File: config.mk
export PLATFORM = sky130hd
export DESIGN_NAME = branch_predictor
export DESIGN_NICKNAME = d
export VERILOG_FILES = /design/src/rtl/branch_predictor.sv
export SDC_FILE = /design/constraint.sdc
export NUM_CORES = 2
export LEC_CHECK = 0
export BUFFER_PORTS_ARGS = -buffer_cell sky130_fd_sc_hd__buf_2
export CAP_MARGIN = 20
export CORE_MARGIN = 1.5
export CORE_UTILIZATION = 63
export DETAILED_ROUTE_END_ITERATION = 8
export GPL_ROUTABILITY_DRIVEN = 1
export PLACE_DENSITY_LB_ADDON = 0.05
export SKIP_LAST_GASP = 1
export SYNTH_ARGS = -nofsm -noshare
export SYNTH_HDL_FRONTEND = slang
export SYNTH_SLANG_ARGS = --single-unit
File: constraint.sdc
create_clock -name clk -period 71.4 [get_ports clk]
set_clock_uncertainty 0.15 [all_clocks]
set_input_delay 7.14 -clock clk [delete_from_list [all_inputs] [get_ports clk]]
set_output_delay 7.14 -clock clk [all_outputs]
set_load 0.05 [all_outputs]
File: src/rtl/branch_predictor.sv
`default_nettype none
// ============================================================================
// Module      : branch_predictor
// Description : Direct-mapped branch target buffer with 2-bit saturating
//               counters, sitting beside the IF stage.
//               Lookup (combinational, 0-cycle):
//                 if_pc        -> branch_taken, pred_target
//               Update (rising clk, from ID, conditional branches only):
//                 upd_valid, upd_pc, upd_taken, upd_target
//                 -> upd_mispred (registered, one cycle after the update)
//               clk  : rising-edge clock
//               arst : asynchronous active-high reset
// Revision    : 1.0 - initial release
// ============================================================================
module branch_predictor #(
    parameter int PC_W  = 64,
    parameter int IDX_W = 4
) (
    input  logic            clk,
    input  logic            arst,
    input  logic [PC_W-1:0] if_pc,
    output logic            branch_taken,
    output logic [PC_W-1:0] pred_target,
    input  logic            upd_valid,
    input  logic [PC_W-1:0] upd_pc,
    input  logic            upd_taken,
    input  logic [PC_W-1:0] upd_target,
    output logic            upd_mispred
);

    localparam int c_DEPTH = 2 ** IDX_W;
    localparam int c_TAG_W = PC_W - IDX_W - 2;

    // Counter encodings
    localparam logic [1:0] c_CTR_SNT = 2'b00;
    localparam logic [1:0] c_CTR_WNT = 2'b01;
    localparam logic [1:0] c_CTR_WT  = 2'b10;
    localparam logic [1:0] c_CTR_ST  = 2'b11;

    // Table storage
    logic               r_valid  [c_DEPTH];
    logic [c_TAG_W-1:0] r_tag    [c_DEPTH];
    logic [PC_W-1:0]    r_target [c_DEPTH];
    logic [1:0]         r_ctr    [c_DEPTH];
    logic               r_mispred;

    // Field extraction; pc[1:0] carries no information for aligned branches
    logic [IDX_W-1:0]   w_lk_idx;
    logic [c_TAG_W-1:0] w_lk_tag;
    logic [IDX_W-1:0]   w_up_idx;
    logic [c_TAG_W-1:0] w_up_tag;
    logic               w_unused_low_bits;

    assign w_lk_idx = if_pc[IDX_W+1:2];
    assign w_lk_tag = if_pc[PC_W-1:IDX_W+2];
    assign w_up_idx = upd_pc[IDX_W+1:2];
    assign w_up_tag = upd_pc[PC_W-1:IDX_W+2];
    assign w_unused_low_bits = ^{if_pc[1:0], upd_pc[1:0]};

    // ------------------------------------------------------------------
    // Lookup: reads the registered table, so a same-cycle update to the
    // same entry is only seen from the following cycle.
    // ------------------------------------------------------------------
    logic w_lk_hit;
    logic w_lk_taken;

    assign w_lk_hit     = r_valid[w_lk_idx] && (r_tag[w_lk_idx] == w_lk_tag);
    assign w_lk_taken   = w_lk_hit && r_ctr[w_lk_idx][1];
    assign branch_taken = w_lk_taken;
    assign pred_target  = w_lk_taken ? r_target[w_lk_idx] : '0;

    // ------------------------------------------------------------------
    // Update side: prediction the table held for upd_pc before the write.
    // A miss counts as predicted not-taken.
    // ------------------------------------------------------------------
    logic w_up_hit;
    logic w_up_pred;

    assign w_up_hit  = r_valid[w_up_idx] && (r_tag[w_up_idx] == w_up_tag);
    assign w_up_pred = w_up_hit && r_ctr[w_up_idx][1];

    always_ff @(posedge clk or posedge arst) begin
        if (arst) begin
            for (int i = 0; i < c_DEPTH; i++) begin
                r_valid[i]  <= 1'b0;
                r_tag[i]    <= '0;
                r_target[i] <= '0;
                r_ctr[i]    <= c_CTR_WNT;
            end
            r_mispred <= 1'b0;
        end else begin
            r_mispred <= upd_valid && (upd_taken != w_up_pred);
            if (upd_valid) begin
                if (w_up_hit) begin
                    if (upd_taken) begin
                        if (r_ctr[w_up_idx] != c_CTR_ST)
                            r_ctr[w_up_idx] <= r_ctr[w_up_idx] + 2'b01;
                        r_target[w_up_idx] <= upd_target;
                    end else if (r_ctr[w_up_idx] != c_CTR_SNT) begin
                        r_ctr[w_up_idx] <= r_ctr[w_up_idx] - 2'b01;
                    end
                end else begin
                    // Allocate or evict the aliasing occupant
                    r_valid[w_up_idx]  <= 1'b1;
                    r_tag[w_up_idx]    <= w_up_tag;
                    r_target[w_up_idx] <= upd_target;
                    r_ctr[w_up_idx]    <= upd_taken ? c_CTR_WT : c_CTR_WNT;
                end
            end
        end
    end

    assign upd_mispred = r_mispred;

endmodule
`default_nettype wire
* Word-level counts from Yosys, hierarchy flattened
Cells that the tools add are included.
** Cells by class
- Add/sub/neg operators :: 2
- Eq/ne operators :: 7
- Muxes and demuxes :: 42
- Reduce and logical (&&, ||, !) cells :: 10
- Bitwise logic cells :: 4
- $lt $le $gt $ge :: 3
** Operators with widths (count)
- 1024-bit 2-to-1 mux :: 2
- 1024-bit bitwise mux :: 1
- 928-bit bitwise mux :: 1
- 58-bit binary-select mux with 4-bit select :: 2
- 58-bit 2-to-1 mux :: 5
- 64-bit binary-select mux with 4-bit select :: 1
- 64-bit demux with 4-bit select :: 1
- 64-bit 2-to-1 mux :: 4
- 58-bit demux with 4-bit select :: 1
- 32-bit 2-to-1 mux :: 4
- 58-bit equality test :: 2
- 32-bit bitwise mux :: 3
- 2-bit binary-select mux with 4-bit select :: 2
- 16-bit bitwise OR :: 1
- 2-bit 2-to-1 mux :: 6
- 5-bit >= comparator, second input constant :: 2
- 4-bit NOT with 5-bit output :: 2
- 1-bit binary-select mux with 4-bit select :: 2
- 2-bit demux with 4-bit select :: 1
- 1-bit logical AND :: 6
- 3-bit by 2-bit inequality test with 1-bit output, second input constant :: 2
- 5-bit by 1-bit less-than comparator with 1-bit output, second input constant :: 1
- 1-bit 2-to-1 mux :: 5
- 1-bit demux with 4-bit select :: 1
- 8 further kinds :: 10
** Word-level totals
- Logic and storage cells :: 133
- Register bits after elaboration :: 2001
- Bits of input ports :: 196

* Depth between registers and ports, before layout
- Word-level depth :: 9
- Gate-level depth with buffers :: 20
- Mapped depth without buffers :: 11

* Worst setup path before layout
No wires, ideal clock.
- Kind :: input-to-output
- From :: input port if_pc[3]
- To :: output port pred_target[10]
- Slack :: 52.739 ns
- Arrival time :: 11.371 ns
- Stages on the path :: 12
- Cells stage by stage :: clkbuf_1 buf_2 clkbuf_1 buf_1 mux4_2 mux4_2 a221oi_1 nand4_1 or4_1 clkbuf_1 clkbuf_1 nor2b_1
** On the way
- Word-level cells in the longest chain between the ends :: 8
- Elaborated cells between the ends (all ways) :: 17
- Classes of those cells :: eq/ne: 1; mux: 13; bitwise: 1; reduce/logical: 2
** RTL lines
- start, declared :: line 21 : input logic [PC_W-1:0] if_pc,
- 4-bit NOT with 5-bit output (not written as such) (*) :: line 67, 68, 70
- 58-bit binary-select mux with 4-bit select :: line 67 : assign w_lk_hit = r_valid[w_lk_idx] && (r_tag[w_lk_idx] == w_lk_tag);
- 58-bit 2-to-1 mux (not written as such) (2 in series) :: line 67
- 58-bit equality test :: line 67
- 1-bit logical AND :: line 67
- 1-bit logical AND :: line 68 : assign w_lk_taken = w_lk_hit && r_ctr[w_lk_idx][1];
- 64-bit 2-to-1 mux (*) :: line 70 : assign pred_target = w_lk_taken ? r_target[w_lk_idx] : '0;
- end, declared :: line 23 : output logic [PC_W-1:0] pred_target,
Mark *: on every way between the ends. The rest lies on a longest branch, timed or not. The select of a mux whose other input is x is not followed.

* Worst setup path in the final report
- From :: input port if_pc[2]
- To :: output port pred_target[14]
Same word-level chain as after synthesis.

==> out/qor_table.md <==
| Group | Result | Reported |
|---|---|---|
| run status | Outcome | finished clean |
| critical path | Critical path required time | 64.11 ns |
| cts | Hold buffers post-CTS | 0 |
| placed design | Placer's final routability congestion estimate | 0.9751 |
| cts | Number of levels the H-tree was split into | 4 |
| cts | CTS tree | done |
| yosys | Number of enable flip-flop cells after synthesis | 0 |
| yosys | Number of distinct library cells after synthesis | 78 |
| floorplan | Die Area | 162400 sq um |
| cts | Resize count post-CTS | 0 |
| placed design | Port buffer count | 257 |
| critical path | Slowest stage cell on the critical path | sky130_fd_sc_hd__or4_4 |
| yosys | Register area share after synthesis | 49.69% |
| yosys | Share of the synthesized area in the top cell type | 49.27% |
| timing | Time the final worst path needs with I/O delays and setup | 20.76 ns |
| power | IR drop worst, VDD | 0.02702 mV |
| placed design | Final HPWL from detailed placement | 165.0 mm |
| cts | Total setup buffers inserted after CTS | 0 |
| critical path | R2R depth | 13 |
| placed design | Post-place setup slack | 50.55 ns |
| timing | Final Worst Setup Slack | 50.64 ns |
| global route | Global-route wire length before repair | 421.6 mm |
| drt | Number of DRC violations after detailed routing | 0 |
| drt | Number of iterations in the first detailed-routing pass | 6 |
| floorplan | Die extent in y | 403.0 um |
| cts | Total CTS buffers | 204 |
| layout | Synthesis-to-finish area growth | 8.873% |
| critical path | Largest stage delay on the critical path | 0.84 ns |
| yosys | Syn Std Cell Area | 100800 sq um |
| drt | Vias per inst | 6.983 |
| layout | Fill cell instance count of the final layout | 10860 |
| critical path | Cells along the critical path | buf_8 -> buf_4 -> buf_4 -> mux4_2 -> mux4_2 -> xnor2_1 -> nand4_1 -> nor4_1 -> nand4_1 -> or4_4 -> nor2b_1 -> buf_2 |
| timing | Highest clock rate | 48.16 MHz |
| layout | Area of combinational cells with multiple inputs | 47710 sq um |
| drt | Post-detailed-routing wire length | 281.7 mm |
| layout | Share of post-route cells with drive strength above 1 | 45.04% |
| critical path | Signal arrival time at the worst endpoint | 13.47 ns |
| drt | Vias | 60840 |
| cts | Worst-skew pair later-pin latency | 0.84 ns |
| yosys | Predominant post-synthesis flop cell | sky130_fd_sc_hd__dfrtp_1 |
| global route | Global-route congestion overflow total | 0 |
| floorplan | Top-level I/O count | 262 |
| yosys | Leading post-synthesis cells by cell area | sky130_fd_sc_hd__dfrtp_1 (49%), sky130_fd_sc_hd__mux4_2 (18%), sky130_fd_sc_hd__mux2_2 (16%) |
| timing | Count of endpoints failing hold in the final timing report | 0 |
| yosys | Synthesized net count | 6696 |
| cts | Num Clock Sinks | 2001 |
| timing | Max-slew headroom | 16.18% |
| yosys | Mean post-synth cell area | 15.51 sq um |
| worst hold path | Number of instances on the worst hold path | 1 |
| timing | RSZ-0062 raised after global routing | no |
| cts | CTS Root Cell | sky130_fd_sc_hd__clkbuf_16 |
| yosys | Yosys reg bits | 2001 |
| timing | Max-slew violation count | 0 |
| global route | GRT Resource Usage Total | 35.25% |
| timing | Hold Worst Slack | 0.3342 ns |
| floorplan | Core region area | 158600 sq um |
| power | Power density normalized to cell area | 30.47 nW/um^2 |
| critical path | Worst setup EP type | output port |
| global route | Pin count of the biggest net entering global routing | 168 |
| timing | Final period util | 29.08% |
| yosys | Yosys synthesis warning count | 0 |
| floorplan | Starting Density | 63.58% |
| global route | Vias in the first global route | 63260 |
| job | Max-cap violations | 0 |
| power | Leakage power | 47.10 nW |
| drt | Count of antenna-violating nets left after detailed routing | 0 |
| yosys | FFs w/ async S/R, synth | 100.0% |
| layout | Nets | 6659 |
| floorplan | Die W | 403.0 um |
| drt | Number of violations reported at the end of detailed-routing iteration 0 | 5980 |
| layout | Number of standard cells in the layout, taps in and fillers out | 8713 |
| cts | Largest buffer count on any clock path | 3 |
| yosys | Post-synthesis cell count | 6498 |
| floorplan | Row count | 146 |
| drt | Per-cell routed wire length | 32.33 um |
| critical path | Crit-path max FO | 76 |
| critical path | Startpoint-to-endpoint class of the critical path | in2out |
| timing | Tightest Pin Transition | 1.257 ns |
| cts | Clock slew at reported path FFs | 0.06 ns |
| global route | Antenna violations before repair | 42 |
| worst hold path | Tightest Hold Check Type | reg2reg |
| layout | Footprint of the flip-flops and latches | 50090 sq um |
| critical path | CP startpoint kind | input pin |
| layout | Final core utilization | 69.22% |
| yosys | Cell type contributing the most total cell area after synthesis | sky130_fd_sc_hd__dfrtp_1 |
| timing | Setup violation total in the final timing report | 0 |
| timing | Setup TNS after final layout | 0 ns |
| placed design | Cell Count Post-Placement | 8324 |
## path summary, 6_finish.rpt
path / start / to / slack, ns
setup / recovery: if_pc[2] / pred_target[14] / 50.64
hold / removal: r_target[152]$_DFFE_PP0P_ / r_target[152]$_DFFE_PP0P_ / 0.33
setup reg to reg: r_tag[480]$_DFFE_PP0P_ / r_target[687]$_DFFE_PP0P_ / 63.90
hold reg to reg: r_target[152]$_DFFE_PP0P_ / r_target[152]$_DFFE_PP0P_ / 0.33
max in group asynchronous: arst / r_target[945]$_DFFE_PP0P_ / 60.00
min in group asynchronous: arst / r_target[975]$_DFFE_PP0P_ / 6.31
## flip-flops by register name, summed over array words and instances, names as in the netlist
register     cells
upd_mispred      1
r_ctr           32
r_target      1024
r_tag          928
r_valid         16
## placed cells by master, fill, tap and decap left out, drive strengths merged, types with 15 or more instances in the layout
cell     count
nor4        15
mux4       799
diode       20
dfstp       16
o221ai      20
mux2      1990
dfrtp     1985
or2         16
o21ai       83
a21oi       28
xnor2       41
inv         53
nand2      144
o2bb2ai     17
mux2i      160
nand4       18
o22ai       26
buf        385
nand3       44
nor2        58
a22oi       42
xor2        54
clkinv      38
nor3        25
nor2b       73
clkbuf     314
nand2b      22
## layer usage
metal,track usage [%],share of wire (%),vias to the layer above
met4,16.35,5.0,18
met2,56.54,49,2401
met5,0,0.041,-
li1,-,-,24680
met1,47.46,40,33080
met3,6.198,6.8,662
## final cells by class
class | count | area share (%)
timing repair buffer | 386 | 2.231
inverter | 47 | 0.1699
clock buffer | 313 | 5.574
sequential | 2001 | 45.64
multi-input combinational | 3821 | 43.47
antenna | 20 | 0.04560
clock inverter | 53 | 0.5084
tap | 2072 | 2.362
## synthesized netlist by cell type, drive strengths merged, types with 47 or more instances
cell and count:
mux4 799, o21ai 83, dfrtp 1985, inv 47, nor2 58, nor2b 73, nand2 144, xor2 54
buf 360, mux2 1990, mux2i 160, clkbuf 269
## worst max-delay path: cells and delay by family
family / cells / cell delay, ns
XOR/XNOR: 1 / 0.41
buffers and inverters: 4 / 2.37
multiplexers: 2 / 1.10
AND/OR/NAND/NOR: 5 / 2.09
## logic make-up after synthesis
group / count (synthesis) / synth area share, %
fa+ha+maj: 2 / 0.02482
flops: 2001 / 49.69
xor+xnor: 95 / 0.8253
simple gates: 455 / 2.286
mux: 2949 / 41.67
compound gates: 320 / 2.377
buf+inv: 676 / 3.131
## metrics by stage
step | power, W | area, sq um
floorplan | 0.002091 | 100800
global placement | 0.002248 | 103000
detailed placement | 0.002289 | 103000
CTS | 0.003350 | 109600
global route | 0.003477 | 109700
finish | 0.003344 | 109800
## report_power, final
group	internal, W	switching [W]	leakage [nW]
Clock	0.000613	0.000451	3.30
Combinational	0.000419	0.000295	19.3
Sequential	0.00140	0.000166	24.5
No activity file was read; power rests on OpenSTA's default activity.
